[src/rtl/aes_ip_pkg.sv]
// aes_ip_pkg: shared types and constants for the AES IP loader.
// Holds the FSM state encoding, key-size modes and the per-request word count.
package aes_ip_pkg;

    typedef enum logic [2:0] {IDLE, LATCH1, LATCH2, GAP, START_WAIT, OUT_HOLD} state_t;

    localparam logic [1:0] MODE_128  = 2'd0;
    localparam logic [1:0] MODE_128B = 2'd1;
    localparam logic [1:0] MODE_192  = 2'd2;
    localparam logic [1:0] MODE_256  = 2'd3;

    localparam logic [3:0] NW_128 = 4'd4;
    localparam logic [3:0] NW_192 = 4'd6;
    localparam logic [3:0] NW_256 = 4'd8;

    // Counts are in 32-bit words; a 64-bit bus moves two per transfer.
    function automatic logic [3:0] word_cnt(input logic d_k, input logic [1:0] mode, input int bus_w);
        logic [3:0] n;
        n = d_k ? NW_128 : (mode == MODE_192) ? NW_192 : (mode == MODE_256) ? NW_256 : NW_128;
        return (bus_w == 64) ? (n >> 1) : n;
    endfunction

endpackage

[src/rtl/aes_ip_loader_if.sv]
// aes_ip_loader_if: request, core-load and result signals of the AES IP loader.
// The slave modport is the loader; the master modport is the SoC/core side.
interface aes_ip_loader_if #(parameter int BUS_W = 32);
    logic             REQ_VALID;
    logic             REQ_READY;
    logic             REQ_D_K;
    logic             REQ_E_D;
    logic [1:0]       REQ_MODE;
    logic [127:0]     IN_1;
    logic [127:0]     IN_2;
    logic [BUS_W-1:0] CORE_DATAIN;
    logic             CORE_IO_DATALATCH;
    logic             CORE_IO_DATA_RW;
    logic             CORE_START;
    logic             CORE_D_K;
    logic             CORE_E_D;
    logic [1:0]       CORE_MODE;
    logic             CORE_DATA_DONE;
    logic [127:0]     CORE_PAR_DATA;
    logic [127:0]     CORE_PAR_RANDOM;
    logic [127:0]     OUT_DATA;
    logic             OUT_VALID;
    logic             OUT_READY;
    logic             BUSY;
    logic             ERR;

    modport slave (
        input  REQ_VALID, REQ_D_K, REQ_E_D, REQ_MODE, IN_1, IN_2,
        input  CORE_DATA_DONE, CORE_PAR_DATA, CORE_PAR_RANDOM, OUT_READY,
        output REQ_READY, CORE_DATAIN, CORE_IO_DATALATCH, CORE_IO_DATA_RW, CORE_START,
        output CORE_D_K, CORE_E_D, CORE_MODE, OUT_DATA, OUT_VALID, BUSY, ERR
    );

    modport master (
        output REQ_VALID, REQ_D_K, REQ_E_D, REQ_MODE, IN_1, IN_2,
        output CORE_DATA_DONE, CORE_PAR_DATA, CORE_PAR_RANDOM, OUT_READY,
        input  REQ_READY, CORE_DATAIN, CORE_IO_DATALATCH, CORE_IO_DATA_RW, CORE_START,
        input  CORE_D_K, CORE_E_D, CORE_MODE, OUT_DATA, OUT_VALID, BUSY, ERR
    );
endinterface

[src/rtl/aes_word_sel.sv]
// aes_word_sel: selects word k of the 256-bit operand, word 0 being bits 255 downward.
module aes_word_sel #(
    parameter int BUS_W = 32
) (
    input  logic [255:0]     i_op,
    input  logic [2:0]       i_k,
    output logic [BUS_W-1:0] o_word
);
    logic [255:0] w_sh;

    assign w_sh   = i_op << (i_k * BUS_W);
    assign o_word = w_sh[255 -: BUS_W];
endmodule

[src/rtl/aes_ip_loader.sv]
// aes_ip_loader: serialises a key or data block into the AES core and returns the unmasked result.
// Define AES_IP_TIMEOUT_EN to add the START_WAIT watchdog that aborts and pulses ERR.
module aes_ip_loader
    import aes_ip_pkg::*;
#(
    parameter int BUS_W       = 32,
    parameter int TIMEOUT_CYC = 1024
) (
    input logic            CLK,
    input logic            RST,
    aes_ip_loader_if.slave bus
);
    state_t           r_state;
    logic             r_ready;
    logic             r_latch;
    logic             r_start;
    logic             r_out_valid;
    logic             r_d_k;
    logic             r_e_d;
    logic [1:0]       r_mode;
    logic [2:0]       r_k;
    logic [255:0]     r_op;
    logic [127:0]     r_out_data;
    logic [3:0]       w_n;
    logic [BUS_W-1:0] w_word;
`ifdef AES_IP_TIMEOUT_EN
    localparam int TO_W = $clog2(TIMEOUT_CYC + 1);
    logic [TO_W-1:0]  r_to_cnt;
    logic             r_err;
`endif

    assign w_n = word_cnt(bus.REQ_D_K, bus.REQ_MODE, BUS_W);

    aes_word_sel #(.BUS_W(BUS_W)) u_sel (
        .i_op   (r_op),
        .i_k    (r_k),
        .o_word (w_word)
    );

    always_ff @(posedge CLK) begin
        if (!RST) begin
            r_state     <= IDLE;
            r_ready     <= 1'b1;
            r_latch     <= 1'b0;
            r_start     <= 1'b0;
            r_out_valid <= 1'b0;
            r_d_k       <= 1'b0;
            r_e_d       <= 1'b0;
            r_mode      <= 2'd0;
            r_k         <= 3'd0;
            r_op        <= '0;
            r_out_data  <= '0;
`ifdef AES_IP_TIMEOUT_EN
            r_to_cnt    <= '0;
            r_err       <= 1'b0;
`endif
        end else begin
`ifdef AES_IP_TIMEOUT_EN
            r_err <= 1'b0;
`endif
            case (r_state)
                IDLE: if (bus.REQ_VALID && r_ready) begin
                    r_d_k   <= bus.REQ_D_K;
                    r_e_d   <= bus.REQ_E_D;
                    r_mode  <= bus.REQ_MODE;
                    r_op    <= {bus.IN_1, bus.IN_2};
                    r_k     <= 3'(w_n - 4'd1);
                    r_latch <= 1'b1;
                    r_ready <= 1'b0;
                    r_state <= LATCH1;
                end
                LATCH1: r_state <= LATCH2;
                LATCH2: begin
                    r_latch <= 1'b0;
                    r_state <= GAP;
                end
                GAP: if (r_k != 3'd0) begin
                    r_k     <= r_k - 3'd1;
                    r_latch <= 1'b1;
                    r_state <= LATCH1;
                end else if (r_d_k) begin
                    r_start <= 1'b1;
                    r_state <= START_WAIT;
`ifdef AES_IP_TIMEOUT_EN
                    r_to_cnt <= '0;
`endif
                end else begin
                    r_ready <= 1'b1;
                    r_state <= IDLE;
                end
                START_WAIT: if (bus.CORE_DATA_DONE) begin
                    r_out_data  <= bus.CORE_PAR_DATA ^ bus.CORE_PAR_RANDOM;
                    r_start     <= 1'b0;
                    r_out_valid <= 1'b1;
                    r_state     <= OUT_HOLD;
                end
`ifdef AES_IP_TIMEOUT_EN
                else if (r_to_cnt == TO_W'(TIMEOUT_CYC - 1)) begin
                    r_start <= 1'b0;
                    r_err   <= 1'b1;
                    r_ready <= 1'b1;
                    r_state <= IDLE;
                end else begin
                    r_to_cnt <= r_to_cnt + 1'b1;
                end
`endif
                OUT_HOLD: if (bus.OUT_READY) begin
                    r_out_valid <= 1'b0;
                    r_ready     <= 1'b1;
                    r_state     <= IDLE;
                end
                default: r_state <= IDLE;
            endcase
        end
    end

    assign bus.REQ_READY         = r_ready;
    assign bus.CORE_DATAIN       = w_word;
    assign bus.CORE_IO_DATALATCH = r_latch;
    assign bus.CORE_IO_DATA_RW   = 1'b0;
    assign bus.CORE_START        = r_start;
    assign bus.CORE_D_K          = r_d_k;
    assign bus.CORE_E_D          = r_e_d;
    assign bus.CORE_MODE         = r_mode;
    assign bus.OUT_DATA          = r_out_data;
    assign bus.OUT_VALID         = r_out_valid;
    assign bus.BUSY              = (r_state != IDLE);
`ifdef AES_IP_TIMEOUT_EN
    assign bus.ERR               = r_err;
`else
    assign bus.ERR               = 1'b0;
`endif
endmodule

[src/flat_wrapper.sv]
// flat-port wrapper written by rule: the top's interface ports become plain ports
module aes_ip_loader_flat import aes_ip_pkg::*;
#(
    parameter int BUS_W       = 32,
    parameter int TIMEOUT_CYC = 1024
)
  (CLK, RST, bus_REQ_VALID, bus_REQ_D_K, bus_REQ_E_D, bus_REQ_MODE, bus_IN_1, bus_IN_2, bus_CORE_DATA_DONE, bus_CORE_PAR_DATA, bus_CORE_PAR_RANDOM, bus_OUT_READY, bus_REQ_READY, bus_CORE_DATAIN, bus_CORE_IO_DATALATCH, bus_CORE_IO_DATA_RW, bus_CORE_START, bus_CORE_D_K, bus_CORE_E_D, bus_CORE_MODE, bus_OUT_DATA, bus_OUT_VALID, bus_BUSY, bus_ERR);
  aes_ip_loader_if #(.BUS_W(BUS_W)) bus_i ();
  input logic CLK;
  input logic RST;
  input wire logic [$bits(bus_i.REQ_VALID)-1:0] bus_REQ_VALID;
  input wire logic [$bits(bus_i.REQ_D_K)-1:0] bus_REQ_D_K;
  input wire logic [$bits(bus_i.REQ_E_D)-1:0] bus_REQ_E_D;
  input wire logic [$bits(bus_i.REQ_MODE)-1:0] bus_REQ_MODE;
  input wire logic [$bits(bus_i.IN_1)-1:0] bus_IN_1;
  input wire logic [$bits(bus_i.IN_2)-1:0] bus_IN_2;
  input wire logic [$bits(bus_i.CORE_DATA_DONE)-1:0] bus_CORE_DATA_DONE;
  input wire logic [$bits(bus_i.CORE_PAR_DATA)-1:0] bus_CORE_PAR_DATA;
  input wire logic [$bits(bus_i.CORE_PAR_RANDOM)-1:0] bus_CORE_PAR_RANDOM;
  input wire logic [$bits(bus_i.OUT_READY)-1:0] bus_OUT_READY;
  output wire logic [$bits(bus_i.REQ_READY)-1:0] bus_REQ_READY;
  output wire logic [$bits(bus_i.CORE_DATAIN)-1:0] bus_CORE_DATAIN;
  output wire logic [$bits(bus_i.CORE_IO_DATALATCH)-1:0] bus_CORE_IO_DATALATCH;
  output wire logic [$bits(bus_i.CORE_IO_DATA_RW)-1:0] bus_CORE_IO_DATA_RW;
  output wire logic [$bits(bus_i.CORE_START)-1:0] bus_CORE_START;
  output wire logic [$bits(bus_i.CORE_D_K)-1:0] bus_CORE_D_K;
  output wire logic [$bits(bus_i.CORE_E_D)-1:0] bus_CORE_E_D;
  output wire logic [$bits(bus_i.CORE_MODE)-1:0] bus_CORE_MODE;
  output wire logic [$bits(bus_i.OUT_DATA)-1:0] bus_OUT_DATA;
  output wire logic [$bits(bus_i.OUT_VALID)-1:0] bus_OUT_VALID;
  output wire logic [$bits(bus_i.BUSY)-1:0] bus_BUSY;
  output wire logic [$bits(bus_i.ERR)-1:0] bus_ERR;
  assign bus_i.REQ_VALID = bus_REQ_VALID;
  assign bus_i.REQ_D_K = bus_REQ_D_K;
  assign bus_i.REQ_E_D = bus_REQ_E_D;
  assign bus_i.REQ_MODE = bus_REQ_MODE;
  assign bus_i.IN_1 = bus_IN_1;
  assign bus_i.IN_2 = bus_IN_2;
  assign bus_i.CORE_DATA_DONE = bus_CORE_DATA_DONE;
  assign bus_i.CORE_PAR_DATA = bus_CORE_PAR_DATA;
  assign bus_i.CORE_PAR_RANDOM = bus_CORE_PAR_RANDOM;
  assign bus_i.OUT_READY = bus_OUT_READY;
  assign bus_REQ_READY = bus_i.REQ_READY;
  assign bus_CORE_DATAIN = bus_i.CORE_DATAIN;
  assign bus_CORE_IO_DATALATCH = bus_i.CORE_IO_DATALATCH;
  assign bus_CORE_IO_DATA_RW = bus_i.CORE_IO_DATA_RW;
  assign bus_CORE_START = bus_i.CORE_START;
  assign bus_CORE_D_K = bus_i.CORE_D_K;
  assign bus_CORE_E_D = bus_i.CORE_E_D;
  assign bus_CORE_MODE = bus_i.CORE_MODE;
  assign bus_OUT_DATA = bus_i.OUT_DATA;
  assign bus_OUT_VALID = bus_i.OUT_VALID;
  assign bus_BUSY = bus_i.BUSY;
  assign bus_ERR = bus_i.ERR;
  aes_ip_loader #(.BUS_W(BUS_W), .TIMEOUT_CYC(TIMEOUT_CYC)) u_core (.CLK(CLK), .RST(RST), .bus(bus_i));
endmodule
[config.mk]
export PLATFORM = sky130hd
export DESIGN_NAME = aes_ip_loader_flat
export DESIGN_NICKNAME = d
export VERILOG_FILES = /design/src/rtl/aes_ip_pkg.sv /design/src/rtl/aes_ip_loader_if.sv /design/src/rtl/aes_word_sel.sv /design/src/rtl/aes_ip_loader.sv /design/src/flat_wrapper.sv
export SDC_FILE = /design/constraint.sdc
export NUM_CORES = 1
export LEC_CHECK = 0
export BUFFER_PORTS_ARGS = -buffer_cell sky130_fd_sc_hd__buf_2
export CELL_PAD_IN_SITES_DETAIL_PLACEMENT = 0
export CELL_PAD_IN_SITES_GLOBAL_PLACEMENT = 1
export CORE_AREA = 2 2 268 270
export DETAILED_ROUTE_END_ITERATION = 7
export DIE_AREA = 0 0 270 272
export PLACE_DENSITY = 0.64
export SETUP_SLACK_MARGIN = 0.2
export SLEW_MARGIN = 20
export SYNTH_ARGS = -nofsm -noshare
export SYNTH_HDL_FRONTEND = slang
export SYNTH_SLANG_ARGS = --single-unit
[constraint.sdc]
create_clock -name CLK -period 2.15 [get_ports CLK]
set_input_delay 0.215 -clock CLK [delete_from_list [all_inputs] [get_ports CLK]]
set_output_delay 0.215 -clock CLK [all_outputs]
set_load 0.05 [all_outputs]
==> flow_summary.ini <==
[critical_path]
crit_path_end_kind = primary output
required_ps = 1930
crit_top_cell = buf_12
path_delay_family = multiplexers
path_class = reg2out
critPathMaxStageDelay_ps = 490
timing.rr.start = u_core.r_state[2]$_SDFFE_PN0P_
crit_buf_inv = 4
path_cells = buf_12 -> buf_12 -> buf_16 -> mux4_2 -> mux2_4 -> buf_6
r2r_setup_slack_ps = 310
crit_path_start_kind = flip-flop
reg2reg_to = u_core.r_k[2]$_SDFFE_PN0P_
slowest_stage = mux4_2
setup.worst_path.start = u_core.r_k[0]$_SDFFE_PN0P_
r2r_cells = 8
worstPathArrival_ps = 2340
crit_fanout = 7

[timing]
fin_worst_skew_ps = 12.1
relSlewSlack_pct = 62.8
finalMaxSlewViolations = 0
fin_setup_tns_ps = -10990
rsz0062_at_grt = true
min_period_over_period_pct = 119
whs_ps = 32.3
tightestPinTransition_ps = 558
worst_slack_ps = -407
fmax_ghz = 0.391
finalCriticalPeriod_ps = 2560
finalSetupViolCount = 32
hold_violations = 0

[drt]
wirelength_um = 86800
vias_per_cell = 4.49
final_antenna_net_count = 0
num_vias = 17800
drc_errors = 0
dr.pass1.iters = 7
wl_per_cell_um = 21.9
drtIter0Drc = 946

[hold_path]
holdPathStages = 4
hold_path_end = u_core.bus.OUT_DATA[120]$_SDFFE_PN0P_
min-delay-path-class = in2reg
hold_start = bus_CORE_PAR_DATA[120]

[outcome]
violations = setup timing
status = finished with violations

[place]
dp_hpwl_um = 66400
port_buffers = 689
gp_congestion = 0.973

[synth]
synth_flop_cell = dfxtp_1
syn_area_mm2 = 0.0177
yosysSeqAreaShare_pct = 45.0
syn_area_per_cell_um2 = 9.51
synth_edf_count = 0
synthCells = 1861
synth_seq_cells = 398
async_flop_share_pct = 0
ys_warn_count = 0
yosysUniqueCellTypes = 41

[clock_tree]
cts.clk_slew.worst_paths_ps = 60
cts.sinks = 398
cts_buffer_depth = 3
cts_root_buffer = clkbuf_16
cts_tree = built
cts_max_level = 2
cts-buffers-inserted = 50
insertion_delay_ps = 590

[grt]
grt_use_total_pct = 22.3
grt-ovfl-total = 0
grt_pass1_vias = 18300
antenna_found_initial = 9
grt_first_pass_wirelength_um = 120000
grt_max_degree = 114

[cells_and_area]
layout-drive-gt1-share_pct = 31.9
layout_commonest_cell = buf_2
seq_area_mm2 = 0.00798
final_nets = 3494
final_cell_mix = buf_2 (660), nand2_1 (655), dlygate4sd3_1 (442), dfxtp_1 (394), a21boi_1 (190)
area_growth_pct = 64.9
multi_input_area_mm2 = 0.00904
final_core_util_pct = 41.2
fillers = 7132

[die]
die-width_um = 270
initial_core_util_pct = 25.0
core-area_mm2 = 0.0708
die_h_um = 272
io_pins = 692
num_rows = 98
die_area_mm2 = 0.0734

[run]
maxCapViolations = 0

[pwr]
p_total_uw = 23500
cellPowerDensity_mw_per_mm2 = 807
leakage_uw = 0.0137
ir_drop_mv = 0.518
[cells in the mapped netlist (3+ instances only)]
master    instances  area (µm²)
mux4_2           64        1440
nor2b_1           3        18.8
buf_4            32         240
a21boi_0         71         533
buf_6             4        45.0
nand2_1         655        2460
xnor2_1         129        1130
mux2_2           32         360
a21oi_1           4        20.0
dfxtp_1         398        7970
clkbuf_1         56         210
a21boi_1        190        1430
o21ai_0           4        20.0
buf_2            58         290
o211a_1         130        1300
[per-stage QoR]
| stage | setup slack (ps) | cells | area [µm²] |
|---|---|---|---|
| 6_report | -407 | 3970 | 29200 |
| 5_1_grt | -479 | 3965 | 29200 |
| 3_3_place_gp | 133 | 3400 | 22300 |
| 3_5_place_dp | 128 | 3400 | 22300 |
| 4_1_cts | -486 | 3944 | 28800 |
| 2_1_floorplan | 270 | 1862 | 17700 |
[worst reg2reg max path, delay by kind of cell, from the launching register on]
kind            cells  cell delay, ps
compound gates      3             330
simple gates        3             540
xor+xnor            1             160
flops               1             490
fa+ha+maj           1             230
[power breakdown]
part	switching, µW	internal [µW]	leakage, µW
clock network	3490	5480	0.000866
logic	3060	2970	0.00960
registers	581	7950	0.00324
total	7130	16400	0.0137
[cell type report]
class	count	area share, %
sequential	398	27.4
clock inverter	19	0.871
tap	950	4.08
antenna	8	0.0686
timing repair buffer	1207	31.4
multi-input combinational	1313	31.0
inverter	2	0.0257
clock buffer	73	5.18
[per-layer routing]
layer  global-route usage, %  part of all wire (%)  up-vias
met5                       0                 0.029        -
met4                    9.59                   4.3        4
met3                    4.26                   5.1      135
met2                    44.2                    55      588
met1                    22.6                    36     8544
li1                        -                     -     8559
[registers in the layout, summed over array words and instances (netlist names)]
| signal | flops |
|---|---|
| u_core.bus.CORE_D_K | 1 |
| u_core.bus.CORE_MODE | 2 |
| u_core.bus.CORE_IO_DATALATCH | 1 |
| u_core.r_op | 256 |
| u_core.bus.CORE_E_D | 1 |
| u_core.bus.OUT_VALID | 1 |
| u_core.r_k | 3 |
| u_core.bus.OUT_DATA | 128 |
| u_core.r_state | 3 |
| u_core.bus.REQ_READY | 1 |
| u_core.bus.CORE_START | 1 |
[worst max path at each step]
stage	end	cells after the start
after floorplan	bus_CORE_DATAIN[10]	5
after global placement	bus_CORE_DATAIN[25]	5
after detailed placement	bus_CORE_DATAIN[25]	5
after CTS	bus_CORE_DATAIN[25]	6
after global routing	bus_CORE_DATAIN[21]	5
final	bus_CORE_DATAIN[25]	6
[what timing repair did]
action	4_1_cts	5_1_grt
setup buffers	9	13
hold buffers	442	0
gates cloned	1	5
resized for setup	64	38
pin swaps	0	4
hold endpoints to repair	358	0
setup endpoints to repair	32	204
[cells by family (layout without fill, tap and decap cells)]
group	after synthesis	in the layout	synth area share [%]
AND/OR/NAND/NOR	673	675	14.6
AO/OA/AOI/OAI	409	409	19.1
flip-flops	398	398	45.0
buffers and inverters	153	1301	4.51
XOR/XNOR	130	130	6.44
multiplexers	96	96	10.2
adder cells (fa/ha/maj)	1	1	0.0707
other	1	10	0.0212
(Power assumes the default switching activity.)
